[src/rtl/imem_loader.sv]
// Boot-time IMEM writer: a length-prefixed byte stream becomes little-endian 32-bit word writes, then the core is released.
// Define IMEM_LOADER_CHECKSUM_EN to require a trailing XOR checksum byte before release.
module imem_loader #(
  parameter int ADDR_W = 8
) (
  input  logic              clk,
  input  logic              rst_n,
  input  logic [7:0]        in_data,
  input  logic              in_valid,
  output logic              in_ready,
  input  logic              reload,
  output logic              imem_we,
  output logic [ADDR_W-1:0] imem_waddr,
  output logic [31:0]       imem_wdata,
  output logic              core_run,
  output logic              busy,
  output logic              err,
  output logic [ADDR_W:0]   words_written
);

`ifdef IMEM_LOADER_CHECKSUM_EN
  typedef enum logic [2:0] {HDR0, HDR1, DATA, CSUM, DONE, ERROR} state_t;
  localparam state_t END_ST = CSUM;
`else
  typedef enum logic [2:0] {HDR0, HDR1, DATA, DONE, ERROR} state_t;
  localparam state_t END_ST = DONE;
`endif
  localparam logic [16:0] CAP = 17'd1 << ADDR_W;

  state_t            state_q, state_d;
  logic              in_ready_q, busy_q, imem_we_q, core_run_q, err_q;
  logic [ADDR_W-1:0] imem_waddr_q;
  logic [31:0]       imem_wdata_q;
  logic [ADDR_W:0]   words_written_q;
  logic [7:0]        cnt_lo_q;
  logic [15:0]       cnt_q;
  logic [1:0]        idx_q;
  logic [23:0]       part_q;
`ifdef IMEM_LOADER_CHECKSUM_EN
  logic [7:0]        xsum_q;
`endif

  logic        accept, last_word, active_d, restart;
  logic [16:0] hdr_cnt;

  assign accept   = in_valid & in_ready_q;
  assign hdr_cnt  = {1'b0, in_data, cnt_lo_q};
  // words_written trails each write by one cycle, so on a 4th byte it equals this word's index
  assign last_word = (17'(words_written_q) + 17'd1) == {1'b0, cnt_q};
  assign restart  = reload & ((state_q == DONE) || (state_q == ERROR));
  assign active_d = !((state_d == DONE) || (state_d == ERROR));

  always_comb begin
    state_d = state_q;
    unique case (state_q)
      HDR0:  if (accept) state_d = HDR1;
      HDR1:  if (accept) begin
               if (hdr_cnt == 17'd0)  state_d = END_ST;
               else if (hdr_cnt > CAP) state_d = ERROR;
               else                   state_d = DATA;
             end
      DATA:  if (accept && idx_q == 2'd3 && last_word) state_d = END_ST;
`ifdef IMEM_LOADER_CHECKSUM_EN
      CSUM:  if (accept) state_d = (in_data == xsum_q) ? DONE : ERROR;
`endif
      DONE, ERROR: if (reload) state_d = HDR0;
      default: state_d = HDR0;
    endcase
  end

  always_ff @(posedge clk) begin
    if (!rst_n) begin
      state_q         <= HDR0;
      in_ready_q      <= 1'b0;
      busy_q          <= 1'b0;
      imem_we_q       <= 1'b0;
      imem_waddr_q    <= '0;
      imem_wdata_q    <= '0;
      core_run_q      <= 1'b0;
      err_q           <= 1'b0;
      words_written_q <= '0;
      cnt_lo_q        <= '0;
      cnt_q           <= '0;
      idx_q           <= '0;
      part_q          <= '0;
`ifdef IMEM_LOADER_CHECKSUM_EN
      xsum_q          <= '0;
`endif
    end else begin
      state_q    <= state_d;
      in_ready_q <= active_d;
      busy_q     <= active_d;
      imem_we_q  <= 1'b0;
      if (imem_we_q) words_written_q <= words_written_q + (ADDR_W+1)'(1);
      if (accept && state_q == HDR0) cnt_lo_q <= in_data;
      if (accept && state_q == HDR1) cnt_q <= {in_data, cnt_lo_q};
      if (accept && state_q == DATA) begin
        idx_q  <= idx_q + 2'd1;
        part_q <= {in_data, part_q[23:8]};
`ifdef IMEM_LOADER_CHECKSUM_EN
        xsum_q <= xsum_q ^ in_data;
`endif
        if (idx_q == 2'd3) begin
          imem_we_q    <= 1'b1;
          imem_waddr_q <= words_written_q[ADDR_W-1:0];
          imem_wdata_q <= {in_data, part_q};
        end
      end
      if (state_d == ERROR) err_q <= 1'b1;
      if (state_q == DONE)  core_run_q <= 1'b1;
      if (restart) begin
        core_run_q      <= 1'b0;
        err_q           <= 1'b0;
        words_written_q <= '0;
        imem_waddr_q    <= '0;
        idx_q           <= '0;
`ifdef IMEM_LOADER_CHECKSUM_EN
        xsum_q          <= '0;
`endif
      end
    end
  end

  assign in_ready      = in_ready_q;
  assign busy          = busy_q;
  assign imem_we       = imem_we_q;
  assign imem_waddr    = imem_waddr_q;
  assign imem_wdata    = imem_wdata_q;
  assign core_run      = core_run_q;
  assign err           = err_q;
  assign words_written = words_written_q;

endmodule

[config.mk]
export PLATFORM = sky130hd
export DESIGN_NAME = imem_loader
export DESIGN_NICKNAME = d
export VERILOG_FILES = /design/src/rtl/imem_loader.sv
export SDC_FILE = /design/constraint.sdc
export NUM_CORES = 1
export LEC_CHECK = 0
export CORE_MARGIN = 5
export CORE_UTILIZATION = 23
export CTS_CLUSTER_DIAMETER = 50
export DETAILED_ROUTE_END_ITERATION = 16
export PLACE_DENSITY = 0.51
export SYNTH_ARGS = -nofsm -noshare
export SYNTH_HDL_FRONTEND = slang
export SYNTH_SLANG_ARGS = --single-unit
export TNS_END_PERCENT = 50
[constraint.sdc]
create_clock -name clk -period 3.7 [get_ports clk]
set_clock_uncertainty 0.15 [all_clocks]
set_input_delay 0.37 -clock clk [delete_from_list [all_inputs] [get_ports clk]]
set_output_delay 0.37 -clock clk [all_outputs]
set_load 0.01 [all_outputs]
**Yosys cells after proc, flatten, opt, wreduce, memory -nomap -nowiden**

Cells that the tools add are included.

- Bits in registers: 106
- Input bits: 12
- Output and inout port bits: 54
- Word-level logic and storage cells: 49

- Add/subtract/negate cells: 3
- Order comparisons: 1
- Equality and inequality tests: 8
- Multiplexer cells: 8
- Bitwise logic cells: 3
- Reductions and logical operators: 14

Operator list:

| cell | count |
|---|---|
| $mux 3 | 6 |
| $logic_not 17->1 | 1 |
| $eq 10x16->1 | 1 |
| $gt 16x9->1 const B | 1 |
| $pmux 3 s4 | 1 |
| $add 9x1->10 const B | 1 |
| $add 9x1->9 const B | 1 |
| $eq 3x2->1 const B | 3 |
| $eq 3x3->1 const B | 2 |
| $logic_and 1x1->1 | 5 |
| $reduce_and 2->1 | 2 |
| $reduce_or 2->1 | 2 |
| $eq 3x1->1 const B | 1 |
| $logic_not 3->1 | 1 |
| $add 2x1->2 const B | 1 |
| $and 1x1->1 | 2 |
| $eq 2x2->1 const B | 1 |
| $logic_or 1x1->1 | 2 |
| $logic_not 1->1 | 1 |
| $mux 1 | 1 |
| $not 1->1 | 1 |

**Longest topological paths before layout**

Gate-level depths: netlist (run 1).

- Depth in word-level cells: 8
- Gate-level depth with buffers: 7
- Mapped depth without buffers: 6

**Least setup slack after synthesis (run 1)**

Ideal clock, no wire load.

- Path type: register to register
- From: register cnt_lo_q[3]
- To: register busy_q, in the netlist busy
- Setup time: 116 ps
- Data arrival time: 1,929 ps
- Required time: 3,434 ps
- Setup slack: 1,504 ps
- Stages on the path, launching flop included: 6
- Path buffers: 0
- Clock period less this slack: 2,196 ps
- Cells stage by stage: dfxtp_1 > or4_1 > or2_1 > or4_4 > a211o_1 > o211a_1

- Longest elaborated chain between the ends: 8
- Elaborated cells on any way between the ends: 10
- Classes of those cells: order compare: 1; eq/ne: 2; mux: 4; reduce/logical: 3

Ends and longest elaborated chain:

| what | line | RTL |
|---|---|---|
| start, declared | 35 | `logic [7:0] cnt_lo_q;` |
| start signal, assigned | 95 | `if (accept && state_q == HDR0) cnt_lo_q <= in_data;` |
| $gt 16x9->1 | 59 | `else if (hdr_cnt > CAP) state_d = ERROR;` |
| $mux 3 | 59 |  |
| $mux 3 * | 58 | `if (hdr_cnt == 17'd0) state_d = END_ST;` |
| $mux 3 * | 57 | `HDR1: if (accept) begin` |
| $pmux 3 s4 * | 55 | `unique case (state_q)` |
| $eq 3x2->1 / $eq 3x3->1 (equally long branches) | 51 | `assign active_d = !((state_d == DONE) \|\| (state_d == ERROR));` |
| $logic_or 1x1->1 * | 51 |  |
| $logic_not 1->1 * | 51 |  |
| end signal, assigned | 92 | `busy_q <= active_d;` |
| end, declared | 31 | `logic in_ready_q, busy_q, imem_we_q, core_run_q, err_q;` |

Mark *: on every way between the ends. The rest lies on a longest branch, timed or not.
A chain may end at the register's enable or synchronous reset.

**Worst setup path in the final report (run 1)**

- From: register words_written_q[0], in the netlist words_written[0]
- To: register state_q[0]

- Longest elaborated chain between the ends: 5

Ends and longest elaborated chain:

| what | line | RTL |
|---|---|---|
| start, declared | 34 | `logic [ADDR_W:0] words_written_q;` |
| start signal, assigned | 94 | `if (imem_we_q) words_written_q <= words_written_q + (ADDR_W+1)'(1);` |
| $add 9x1->10 | 49 | `assign last_word = (17'(words_written_q) + 17'd1) == {1'b0, cnt_q};` |
| $eq 10x16->1 | 49 |  |
| $logic_and 1x1->1 | 62 | `DATA: if (accept && idx_q == 2'd3 && last_word) state_d = END_ST;` |
| $mux 3 | 62 |  |
| $pmux 3 s4 | 55 |  |
| end signal, assigned | 90 | `state_q <= state_d;` |
| end, declared | 30 | `state_t state_q, state_d;` |

No other way between the ends.

==> impl_metrics.ini, run 1 <==
[outcome]
status = finished, final reports clean

[timing]
finalSetupViolCount = 0
fin_setup_tns_ns = 0
slew_headroom = 0.5029
max_freq_mhz = 388.2
worstMarginPinSlew_ns = 0.7429
period_share = 0.6962
layout_min_cycle_time_ns = 2.576
hold_viol = 0
maxSlewViolCount = 0
rsz0062_at_grt = false

[power]
power.leakage_uw = 0.001845
total_power_uw = 2218
pwr_density_cell_nw_per_um2 = 393.3
vdd_drop_max_uv = 237.4

[final_layout]
diodes = 0
ff_latch_area_sq_um = 2122
fill_cells = 2090
fin_nets = 585
area_growth_pct = 25.97
final_util = 0.2916
multi_input_area_sq_um = 2177
layout-drive-gt1-share = 0.04696

[synth]
syn_nets = 544
ys_types = 48
avgSynthCellArea_sq_um = 8.444
syn_area_sq_um = 4476
synth-seq-cells = 106
synth_ff_type = dfxtp_1
synth_top_cell_by_area = dfxtp_1
netlist_top_cells_count = 150 x nand2_1, 106 x dfxtp_1, 64 x a21boi_0, 39 x clkbuf_1, 19 x nor2b_1
yosysMostFrequentCell = nand2_1
async_flop_share = 0
yosysWarnings = 0
synth_edf_count = 0
synthTopCellsByArea = dfxtp_1 47%, nand2_1 13%, a21boi_0 11%
ys_seq_area_frac = 0.4741
netlist.area_leader.share = 0.4741
synth_cells = 530

[floorplanning]
die_area_sq_um = 22350
row_count = 51
fp.dieH_um = 149.5
core_area_sq_um = 19330
pin_count = 66
dieWidth_um = 149.5
initial_core_util = 0.2315

[placed_design]
gp_congestion = 0.7977
hpwl_um = 8371
port-buffer-count = 65

[critical_path]
crit_type = reg -> reg
required_ns = 3.83
cpPeakStageDelay_ns = 0.65
cp_max_fo = 12
r2r_setup_slack_ns = 1.12
cp_num_buf_inv = 1
cp.arrival_ns = 2.70
cp_slowest_cell = dfxtp_1
r2r_start = words_written[0]$_SDFFE_PP0P_
crit_chain = ha_1 > inv_1 > o31ai_1 > nor4b_1 > o2111ai_1 > a21oi_1
cp-start-kind = register
path_delay_family = compound AO/OA/AOI/OAI gates
r2r_end = state_q[0]$_SDFF_PN0_
cp-end-kind = register
r2r_cells = 6

[drt]
post_drt_wl_per_cell_um = 14.12
drt-pass1-iter-count = 4
drt-vias-per-instance = 4.390
drt_iter0_markers = 223
drc = 0
vias = 3688
antenna_left = 0
wirelength_um = 11860

[global_route]
grt_pass1_vias = 3631
grt_pass1_wl_um = 19280
track_usage = 0.1097
gr-total-overflow = 0
antenna_found_initial = 1
grt_max_degree = 86

[clocking]
post-cts-setup-buffer-count = 0
clkLatencyLatePin_ns = 0.35
cts_hold_buffers = 0
root_buffer = clkbuf_16
cts_sinks = 106
cts_tree = built
cts_resized = 0
clockBufferDepth = 2
htree_levels = 3
numCtsBuffers = 9
path_clk_slew_ns = 0.07

[flow_run]
max-cap-violations = 0

[worst_hold_path]
worstHoldPathType = reg -> reg
min_path_cells = 2
min_to = imem_waddr[1]$_SDFFE_PP0P_
worstHoldStart = imem_waddr[1]$_SDFFE_PP0P_
==> how the worst max path moves through the flow <==
stage          slack (ns)  depth (start not counted)               endpoint                           from
2_1_floorplan        1.50                          5        busy$_SDFF_PN0_       cnt_lo_q[3]$_SDFFE_PN0P_
3_3_place_gp          1.0                          6        busy$_SDFF_PN0_                     in_data[4]
3_5_place_dp         1.05                          6        busy$_SDFF_PN0_                     in_data[4]
4_1_cts              1.13                          6  state_q[0]$_SDFF_PN0_  words_written[0]$_SDFFE_PP0P_
5_1_grt              0.92                          6        busy$_SDFF_PN0_  words_written[0]$_SDFFE_PP0P_
6_report             1.12                          6  state_q[0]$_SDFF_PN0_  words_written[0]$_SDFFE_PP0P_
==> state kept, by name, indices dropped and copies added (netlist names) <==
name,cells
imem_wdata,32
part_q,24
cnt_q,16
words_written,9
cnt_lo_q,8
imem_waddr,8
state_q,3
idx_q,2
busy,1
core_run,1
err,1
imem_we,1
==> metal layers <==
layer | vias to the layer above | share of wire | track usage
met2 | 70 | 0.46 | 0.1699
met5 | - | 0.0010 | 0
met4 | 2 | 0.011 | 0.03661
li1 | 1867 | - | -
met3 | 12 | 0.060 | 0.03543
met1 | 1737 | 0.47 | 0.1446
==> power breakdown <==
group	internal [uW]	switching, uW
clock	541	422
sequential	1150	10.2
combinational	44.5	51.1
==> per-stage QoR <==
| step | worst slack [ns] | instances | hold WS [ns] | area [sq um] |
|---|---|---|---|---|
| global placement | 0.9962 | 825 | 0.3005 | 5344 |
| finish | 1.124 | 840 | 0.3078 | 5638 |
| CTS | 1.128 | 840 | 0.3103 | 5638 |
| global route | 0.9155 | 840 | 0.3291 | 5638 |
| floorplan | 1.504 | 530 | 0.2900 | 4476 |
| detailed placement | 1.050 | 825 | 0.3001 | 5344 |
==> cell type report <==
| type | instances | share of cell area |
|---|---|---|
| Clock buffer | 11 | 0.04305 |
| Clock inverter | 4 | 0.009099 |
| Inverter | 4 | 0.002663 |
| Multi-Input combinational cell | 378 | 0.3862 |
| Sequential cell | 106 | 0.3764 |
| Tap cell | 265 | 0.05881 |
| Timing Repair Buffer | 72 | 0.1238 |
==> cells in the final DEF, fill, tap and decap left out, types with 5 or more instances in the layout <==
master,count
a21boi_0,64
a21oi_1,16
buf_4,7
clkbuf_16,9
clkdlybuf4s50_1,64
dfxtp_1,106
mux2i_1,16
nand2_1,150
nand3_1,13
nand4_1,7
nor2_1,15
nor2b_1,19
nor4_1,5
o21ai_0,6
xnor2_1,8
xor2_1,9
==> worst reg2reg max path, cell delays in order, from the launching register on <==
cell	delay (ns)
dfxtp_1	0.65
ha_1	0.47
inv_1	0.12
o31ai_1	0.28
nor4b_1	0.42
o2111ai_1	0.22
a21oi_1	0.18
==> logic make-up after synthesis <==
group                      count (synthesis)  share of synthesized area
AOI/OAI and AO/OA                        107                     0.1719
xor gates and xnor gates                  17                    0.03327
adders and majority gates                  2                   0.005590
buffers and inverters                     46                    0.03942
DFF                                      106                     0.4741
muxes                                     16                    0.03578
and+or+nand+nor                          236                     0.2399
No activity file was read; power rests on OpenSTA's default activity.
==> run 2, diff against run 1 <==
- PLACE_DENSITY: 0.51 -> 0.53
- clock period: 3.7 -> 2.3 ns (I/O delays scaled with it)
==> run 2 against run 1 <==
Against the previous run:
- cell area up 3.7%
- fmax up 14%
- die area unchanged
- count of clock-buffer cells in the layout up 2
- highest routed layer is now met4
- non-clock buffer count up 21
- total power up 60%
- global-route usage down 0.24 points
- sequential power up 60%
- largest cell class unchanged
- first-iteration DRC count down 5.4%
- clock power up 55%
- routed wire length about the same
==> impl_metrics.ini, run 2 (synthesized netlist as in run 1, its figures left out) <==
[outcome]
status = finished, final reports clean

[clocking]
clockBufferDepth = 2
path_clk_slew_ns = 0.07
numCtsBuffers = 9
root_buffer = clkbuf_16
cts_hold_buffers = 0
htree_levels = 3
post-cts-setup-buffer-count = 0
cts_sinks = 106
clkLatencyLatePin_ns = 0.35
cts_tree = built

[global_route]
grt_pass1_wl_um = 19150
grt_max_degree = 53
grtUsageMet1 = 0.1484
gr-total-overflow = 0
grt_pass1_vias = 3721
use_met2 = 0.1647
track_usage = 0.1072
antenna_found_initial = 0
use_met3 = 0.02907
top_usage_layer = met2

[critical_path]
cp-start-kind = register
required_ns = 2.39
cp-end-kind = register
cp_max_fo = 3
r2r_cells = 5
crit_type = reg -> reg
cp.arrival_ns = 2.35

[final_layout]
area_growth_pct = 30.61
diodes = 0
layout-drive-gt1-share = 0.08878
final_cell_mix = 150 x nand2_1, 105 x dfxtp_1, 64 x a21boi_0, 64 x clkdlybuf4s50_1, 25 x buf_4
multi_input_area_sq_um = 2190
ff_latch_area_sq_um = 2123
final_common_cell = nand2_1
fill_cells = 2032
final_cells = 862
largest_reg_flops = 32
fin_nets = 606

[timing]
maxSlewViolCount = 0
period_share = 0.9810
layout_min_cycle_time_ns = 2.256
slew_headroom = 0.7224
max_freq_mhz = 443.2
fin_setup_tns_ns = 0
worstMarginPinSlew_ns = 0.4164
fin_ws_ns = 0.04369
hold_viol = 0
finalSetupViolCount = 0
rsz0062_at_grt = false

[drt]
drt-pass1-iter-count = 4
wirelength_um = 11850
drt_iter0_markers = 211
post_drt_wl_per_cell_um = 13.75
antenna_left = 0
drc = 0
drt-vias-per-instance = 4.338
vias = 3739

[placed_design]
dp_slack_ns = -0.1125
hpwl_um = 8730
port-buffer-count = 65
dp_cells = 846
gp_congestion = 0.8127

[floorplanning]
initial_core_util = 0.2315
dieWidth_um = 149.5
pin_count = 66
fp.dieH_um = 149.5
core_area_sq_um = 19330
row_count = 51
die_area_sq_um = 22350

[worst_hold_path]
worstHoldPathType = in -> reg
min_path_cells = 2

[power]
pwr_density_cell_nw_per_um2 = 605.1
total_power_uw = 3537
power.leakage_uw = 0.001955
vdd_drop_max_uv = 350.5

[flow_run]
max-cap-violations = 0
## run 2: final cells by class
type | instances | area share
Clock buffer | 13 | 0.04623
Clock inverter | 3 | 0.003853
Inverter | 4 | 0.002568
Multi-Input combinational cell | 378 | 0.3746
Sequential cell | 106 | 0.3632
Tap cell | 265 | 0.05672
Timing Repair Buffer | 93 | 0.1528
## run 2: metal layers
metal	wire length, um	share of wire
met2	5219	0.44
met5	0	0
met1	5908	0.50
met3	582	0.049
met4	144	0.012
## run 2: worst paths after layout
kind,start,slack [ns],endpoint
worst max register to register,cnt_lo_q[3]$_SDFFE_PN0P_,0.04,busy$_SDFF_PN0_
worst min register to register,imem_waddr[1]$_SDFFE_PP0P_,0.31,imem_waddr[1]$_SDFFE_PP0P_
worst max-delay path,cnt_lo_q[3]$_SDFFE_PN0P_,0.04,busy$_SDFF_PN0_
worst min-delay path,rst_n,0.12,part_q[5]$_SDFFE_PN0P_
## run 2: timing repair
action                                  in CTS  in global routing
pin swaps                                    0                  1
resized for setup                            1                  3
endpoints found under the setup margin       1                  2
## run 2: critical path, cell delays in order (launching register included)
cell and delay, ns:
dfxtp_2 0.32, or4_4 0.53, or2_4 0.26, or4_4 0.48, a211o_1 0.27, o211a_1 0.12
## run 2: metrics by stage
step | util | cell area [sq um] | hold slack [ns]
5_1_grt | 0.3023 | 5846 | 0.1192
4_1_cts | 0.3018 | 5836 | 0.1086
2_1_floorplan | - | 4476 | 0.2249
3_3_place_gp | 0.2865 | 5539 | 0.3004
3_5_place_dp | 0.2865 | 5539 | 0.3023
6_report | 0.3023 | 5846 | 0.1172
## run 2: where the power goes
group | switching (uW) | total [uW] | internal [uW]
clock | 668 | 1490 | 824
combinational | 89.2 | 181 | 92.0
sequential | 15.0 | 1860 | 1850
==> run 3, diff against run 2 <==
- CORE_MARGIN: 5 -> 2
==> run 3 against run 2 <==
Against the previous run:
- worst setup slack improved by 0.015 ns
- die area fell by 7.9%
- cell count rose by 0.23%
- count of clock-buffer cells in the layout fell by 1
- highest routed layer unchanged
- critical path depth did not move
- combinational power barely moved
- global-route usage rose by 1.3 points
==> impl_metrics.ini, run 3 (synthesized netlist as in run 1, its figures left out) <==
[critical_path]
cp_num_buf_inv = 0
cp_max_fo = 2
path_common_cell = or4_4
cp-end-kind = register
cpPeakStageDelay_ns = 0.52
path_delay_family = simple AND/OR/NAND/NOR gates
required_ns = 2.40
cp_slowest_cell = or4_4
crit_type = reg -> reg
crit_chain = or4_4 > or2_1 > or4_4 > a211o_1 > o211a_1
cp-start-kind = register
cp.arrival_ns = 2.34

[drt]
drt-vias-per-instance = 4.370
drc = 0
drt_iter0_markers = 186
antenna_left = 0
post_drt_wl_per_cell_um = 13.64
vias = 3776
wirelength_um = 11780
drt-pass1-iter-count = 4

[floorplanning]
fp.dieH_um = 143.5
initial_core_util = 0.2322
die_area_sq_um = 20590
pin_count = 66
core_area_sq_um = 19270
dieWidth_um = 143.5
row_count = 51

[power]
seq_power_share = 0.526
swShare = 0.2218
power_switching_uw = 786.9
pwr-share-comb = 0.051
vdd_drop_max_uv = 321.4
total_power_uw = 3547
intPower_uw = 2760
power.leakage_uw = 0.001967
clockPowerShare = 0.423
pwr_density_cell_nw_per_um2 = 607.0

[timing]
rsz0062_at_grt = false
worstMarginPinSlew_ns = 0.5219
period_share = 0.9744
max_freq_mhz = 446.2
slew_headroom = 0.6484
maxSlewViolCount = 0
finalSetupViolCount = 0
layout_min_cycle_time_ns = 2.241
hold_viol = 0
fin_ws_ns = 0.05877

[clocking]
path_clk_slew_ns = 0.07
clockBufferDepth = 2
cts_sinks = 106
clkLatencyLatePin_ns = 0.35
cts_hold_buffers = 0
htree_levels = 3
numCtsBuffers = 9
root_buffer = clkbuf_16
cts_tree = built

[worst_hold_path]
worstHoldPathType = in -> reg

[global_route]
grt_pass1_wl_um = 19300
track_usage = 0.1199
antenna_found_initial = 0
grt_pass1_vias = 3844
grt_max_degree = 41
gr-total-overflow = 0

[final_layout]
final_common_cell = nand2_1
area_growth_pct = 30.56
layout-drive-gt1-share = 0.09349
stdcell_area_sq_um = 5843
fin_nets = 608
fill_cells = 2069
diodes = 0
final_cell_mix = 150 x nand2_1, 104 x dfxtp_1, 64 x a21boi_0, 64 x clkdlybuf4s50_1, 28 x buf_4
largest_reg_flops = 32

[placed_design]
place_area_sq_um = 5534
port-buffer-count = 65
dp_slack_ns = -0.1389
gp_congestion = 0.7993
hpwl_um = 8624

[outcome]
status = finished, final reports clean

[flow_run]
max-cap-violations = 0
-- run 3: final cells by class --
cell class	instances	area (sq um)	share of cell area
multi-input cells	378	2185	0.3739
inverters	4	15.01	0.002570
well taps	265	331.6	0.05675
flip-flops and latches	106	2125	0.3636
repair buffers	95	895.9	0.1533
clock inverters	4	25.02	0.004283
clock buffers	12	266.5	0.04561
-- run 3: repair_timing --
item / in CTS / in global routing
gates cloned: 0 / 0
endpoints found under the setup margin: 1 / 1
gates resized for setup: 1 / 3
pin swaps: 0 / 2
buffers inserted: 0 / 1
-- run 3: worst paths after layout --
kind / from / endpoint / slack, ns / cells past startpoint
setup reg to reg: cnt_lo_q[0]$_SDFFE_PN0P_ / busy$_SDFF_PN0_ / 0.06 / 5
hold reg to reg: imem_waddr[2]$_SDFFE_PP0P_ / imem_waddr[2]$_SDFFE_PP0P_ / 0.30 / 2
hold / removal: rst_n / part_q[3]$_SDFFE_PN0P_ / 0.16 / 2
setup / recovery: cnt_lo_q[0]$_SDFFE_PN0P_ / busy$_SDFF_PN0_ / 0.06 / 5
-- run 3: worst reg2reg max path: stages (launching register included) --
cell and delay, ns:
dfxtp_2 0.32, or4_4 0.52, or2_1 0.25, or4_4 0.49, a211o_1 0.27, o211a_1 0.12
-- run 3: through the flow --
stage          setup TNS (ns)    util  instances  hold WS [ns]
2_1_floorplan               0       -        530        0.2249
3_3_place_gp          -0.1027  0.2872        847        0.2991
3_5_place_dp          -0.1389  0.2872        847        0.2978
4_1_cts                     0  0.3025        863        0.1455
5_1_grt                     0  0.3032        864        0.1656
6_report                    0  0.3032        864        0.1573
-- run 3: routing by layer --
layer	GRT usage	part of all wire	vias to the layer above
li1	-	-	1907
met1	0.1597	0.48	1768
met2	0.1815	0.44	83
met3	0.02399	0.044	18
met4	0.06553	0.026	0
met5	0	0	-
-- run 3: power groups by stage --
| stage | clock, uW | sequential, uW | combinational (uW) |
|---|---|---|---|
| after floorplan | 0 | 1900 | 98.5 |
| after global placement | 0 | 1910 | 174 |
| after detailed placement | 0 | 1910 | 177 |
| after CTS | 1560 | 1860 | 180 |
| after global routing | 1620 | 1870 | 199 |
| final | 1500 | 1860 | 182 |
==> edit (config.mk and constraints of run 2) <==
Add a define of `IMEM_LOADER_CHECKSUM_EN`.
--- a/src/rtl/imem_loader.sv
+++ b/src/rtl/imem_loader.sv
@@ -1,4 +1,6 @@
 // Boot-time IMEM writer: a length-prefixed byte stream becomes little-endian 32-bit word writes, then the core is released.
 // Define IMEM_LOADER_CHECKSUM_EN to require a trailing XOR checksum byte before release.
+`define IMEM_LOADER_CHECKSUM_EN
+
 module imem_loader #(
   parameter int ADDR_W = 8
Formal check against the unedited RTL: not equivalent (Yosys sat finds a counterexample within 4 cycles, from zero or initial values and one cycle with rst_n low).
==> edit against run 2 <==
Synthesized cell count increased by 3.4%. Total power increased by 32%. Area after synthesis increased by 1.9%. Fmax about the same. Clock power increased by 65%. Cell area increased by 8.2%. Critical endpoint is now state_q[0]. Routed wire length increased by 4.5%. Sequential cell count increased by 8. Worst setup slack got worse by 0.0011 ns.
==> edit: results (changes against run 2) <==
- **result of the run** finished clean
- **launch instance of the worst min-delay path** part_q[4]
- **synthesized-area fraction occupied by adder cells** 0.00549, -0.000103
- **combinational group share of total power** 0.044, -0.007
- **Max Fanout on Critical Path** 2, -1
- **ranking of synthesized cells by area** dfxtp_1 (50%), nand2_1 (12%), a21oi_1 (7.4%)
- **half-perimeter wire length after detailed placement** 8490 microns, -2.8%
- **Clock Tree Root** clkbuf_16
- **largest vdd supply drop** 533 uV, +52%
- **family with the most delay on the worst path** simple AND/OR/NAND/NOR gates
- **launching element of the worst setup path** words_written[1]
- **worst stage delay on the critical path** 0.50 ns, -0.03 ns
- **ratio of cells with drive above 1 in the final layout** 0.123, +0.0343
- **final non-filler cell total** 907, +5.2%
- **first-pass GRT wire length** 19800 microns, +3.3%
- **slowest CP cell** or4_4
- **latest clock arrival within the worst-skew pair** 0.41 ns, +0.06 ns
- **number of DRC markers in iteration 0** 223, +5.7%
- **number of buffers on the longest clock path** 2, unchanged
- **leakage power total** 2.17 nW, +11%
- **cell count after placement** 875, +3.4%
- **area fraction in compound gates after synthesis** 0.112, -0.0597
- **count of different cell masters after synthesis** 43, -10%
- **logic depth of the worst register-to-register path** 7, +2
- **GR Util All Layers** 0.111, +0.00402
- **synthesized netlist cell count** 548, +3.4%
- **combinational family with the most area after synthesis** simple AND/OR/NAND/NOR gates
- **Hold Path Stages** 2, unchanged
- **net count of the mapped netlist** 562, +3.3%
- **sw frac** 0.220, +0.00145
- **area share of xor/xnor cells in the synthesized design** 0.0634, +0.0301
- **final antenna diode count** 0, unchanged
- **CTS HTree Levels** 4, +1
- **pin count of the biggest net entering global routing** 50, -5.7%
- **flip-flop count of the largest register after layout** 32, unchanged
- **port buffer count** 65, unchanged
- **power after layout** 4.66 mW, +32%
- **number of optimization iterations in the first detailed-route pass** 6, +2
- **critical path arrival** 2.43 ns, +0.08 ns
- **CTS-repair resized insts** 3, +2
- **number of antenna violations at the first check in global routing** 0, unchanged
- **proportion of synthesized chip area in sequential cells** 0.501, +0.0264
- **fin nets** 643, +6.1%
- **synth cell count leaders** nand2_1 (142), dfxtp_1 (114), a21oi_1 (67)
- **transition time at the pin with the least slew margin** 0.522 ns, +0.106 ns
- **number of DRC violations after detailed routing** 0, unchanged
- **clock slew at the register clock pins of the worst setup and hold paths** 0.05 ns, -0.02 ns
- **async set-or-reset flop fraction in the synthesized netlist** 0, unchanged
- **type of the most critical hold path** flip-flop to flip-flop
- **vias in the first global route** 3786, +1.7%
- **vias per inst** 4.32, -0.34%
- **mux share of post-synthesis cell area** 0.0571, +0.0213
- **total CTS buffers** 17, +8
- **final estimated routing congestion in global placement** 0.779, -4.2%
- **clock network power** 2.46 mW, +65%
- **post-detailed-route wirelength per cell** 13.7 microns, -0.70%
- **Final setup viols** 0, unchanged
## edit: path summary, 6_finish.rpt
kind | endpoint | slack, ns
setup / recovery | state_q[0] | 0.04
setup reg to reg | state_q[0] | 0.04
hold / removal | imem_wdata[4] | 0.30
hold reg to reg | imem_wdata[4] | 0.30
## edit: logic make-up after synthesis
family	Yosys count
buffers and inverters	41
and+or+nand+nor	241
muxes	26
xor gates and xnor gates	33
adders and majority gates	2
AOI/OAI and AO/OA	91
DFF	114
## edit: per-layer routing
| metal | track usage | up-vias | routed length (microns) |
|---|---|---|---|
| met1 | 0.154 | 1835 | 6150 |
| met3 | 0.0377 | 14 | 682 |
| met5 | 0 | - | 0 |
| li1 | - | 1989 | - |
| met2 | 0.161 | 83 | 5380 |
| met4 | 0.0413 | 0 | 164 |
## edit: cell type report
cell class / count / area, sq um
fillers: 2052 / 13100
flip-flops and latches: 114 / 2290
multi-input cells: 393 / 2170
repair buffers: 99 / 960
clock buffers: 22 / 474
well taps: 265 / 332
clock inverters: 10 / 83.8
inverters: 4 / 15.0
## edit: metrics by stage
stage               instance area (sq um)  worst slack (ns)  hold WS, ns  TNS (ns)   util
floorplan                            4560            0.0417        0.216         0      -
global placement                     5710            -0.123        0.292    -0.177  0.293
detailed placement                   5710            -0.153        0.294    -0.235  0.293
CTS                                  6280            0.0284        0.302         0  0.323
global route                         6320           -0.0754        0.318    -0.123  0.325
finish                               6320            0.0426        0.296         0  0.325
## edit: worst register-to-register path: cells and delay by family, from the launching register on
kind                       cells  cell delay, ns
and+or+nand+nor                3            0.81
AOI/OAI and AO/OA              2            0.48
xor gates and xnor gates       1            0.13
DFF                            1            0.37
adders and majority gates      1            0.22
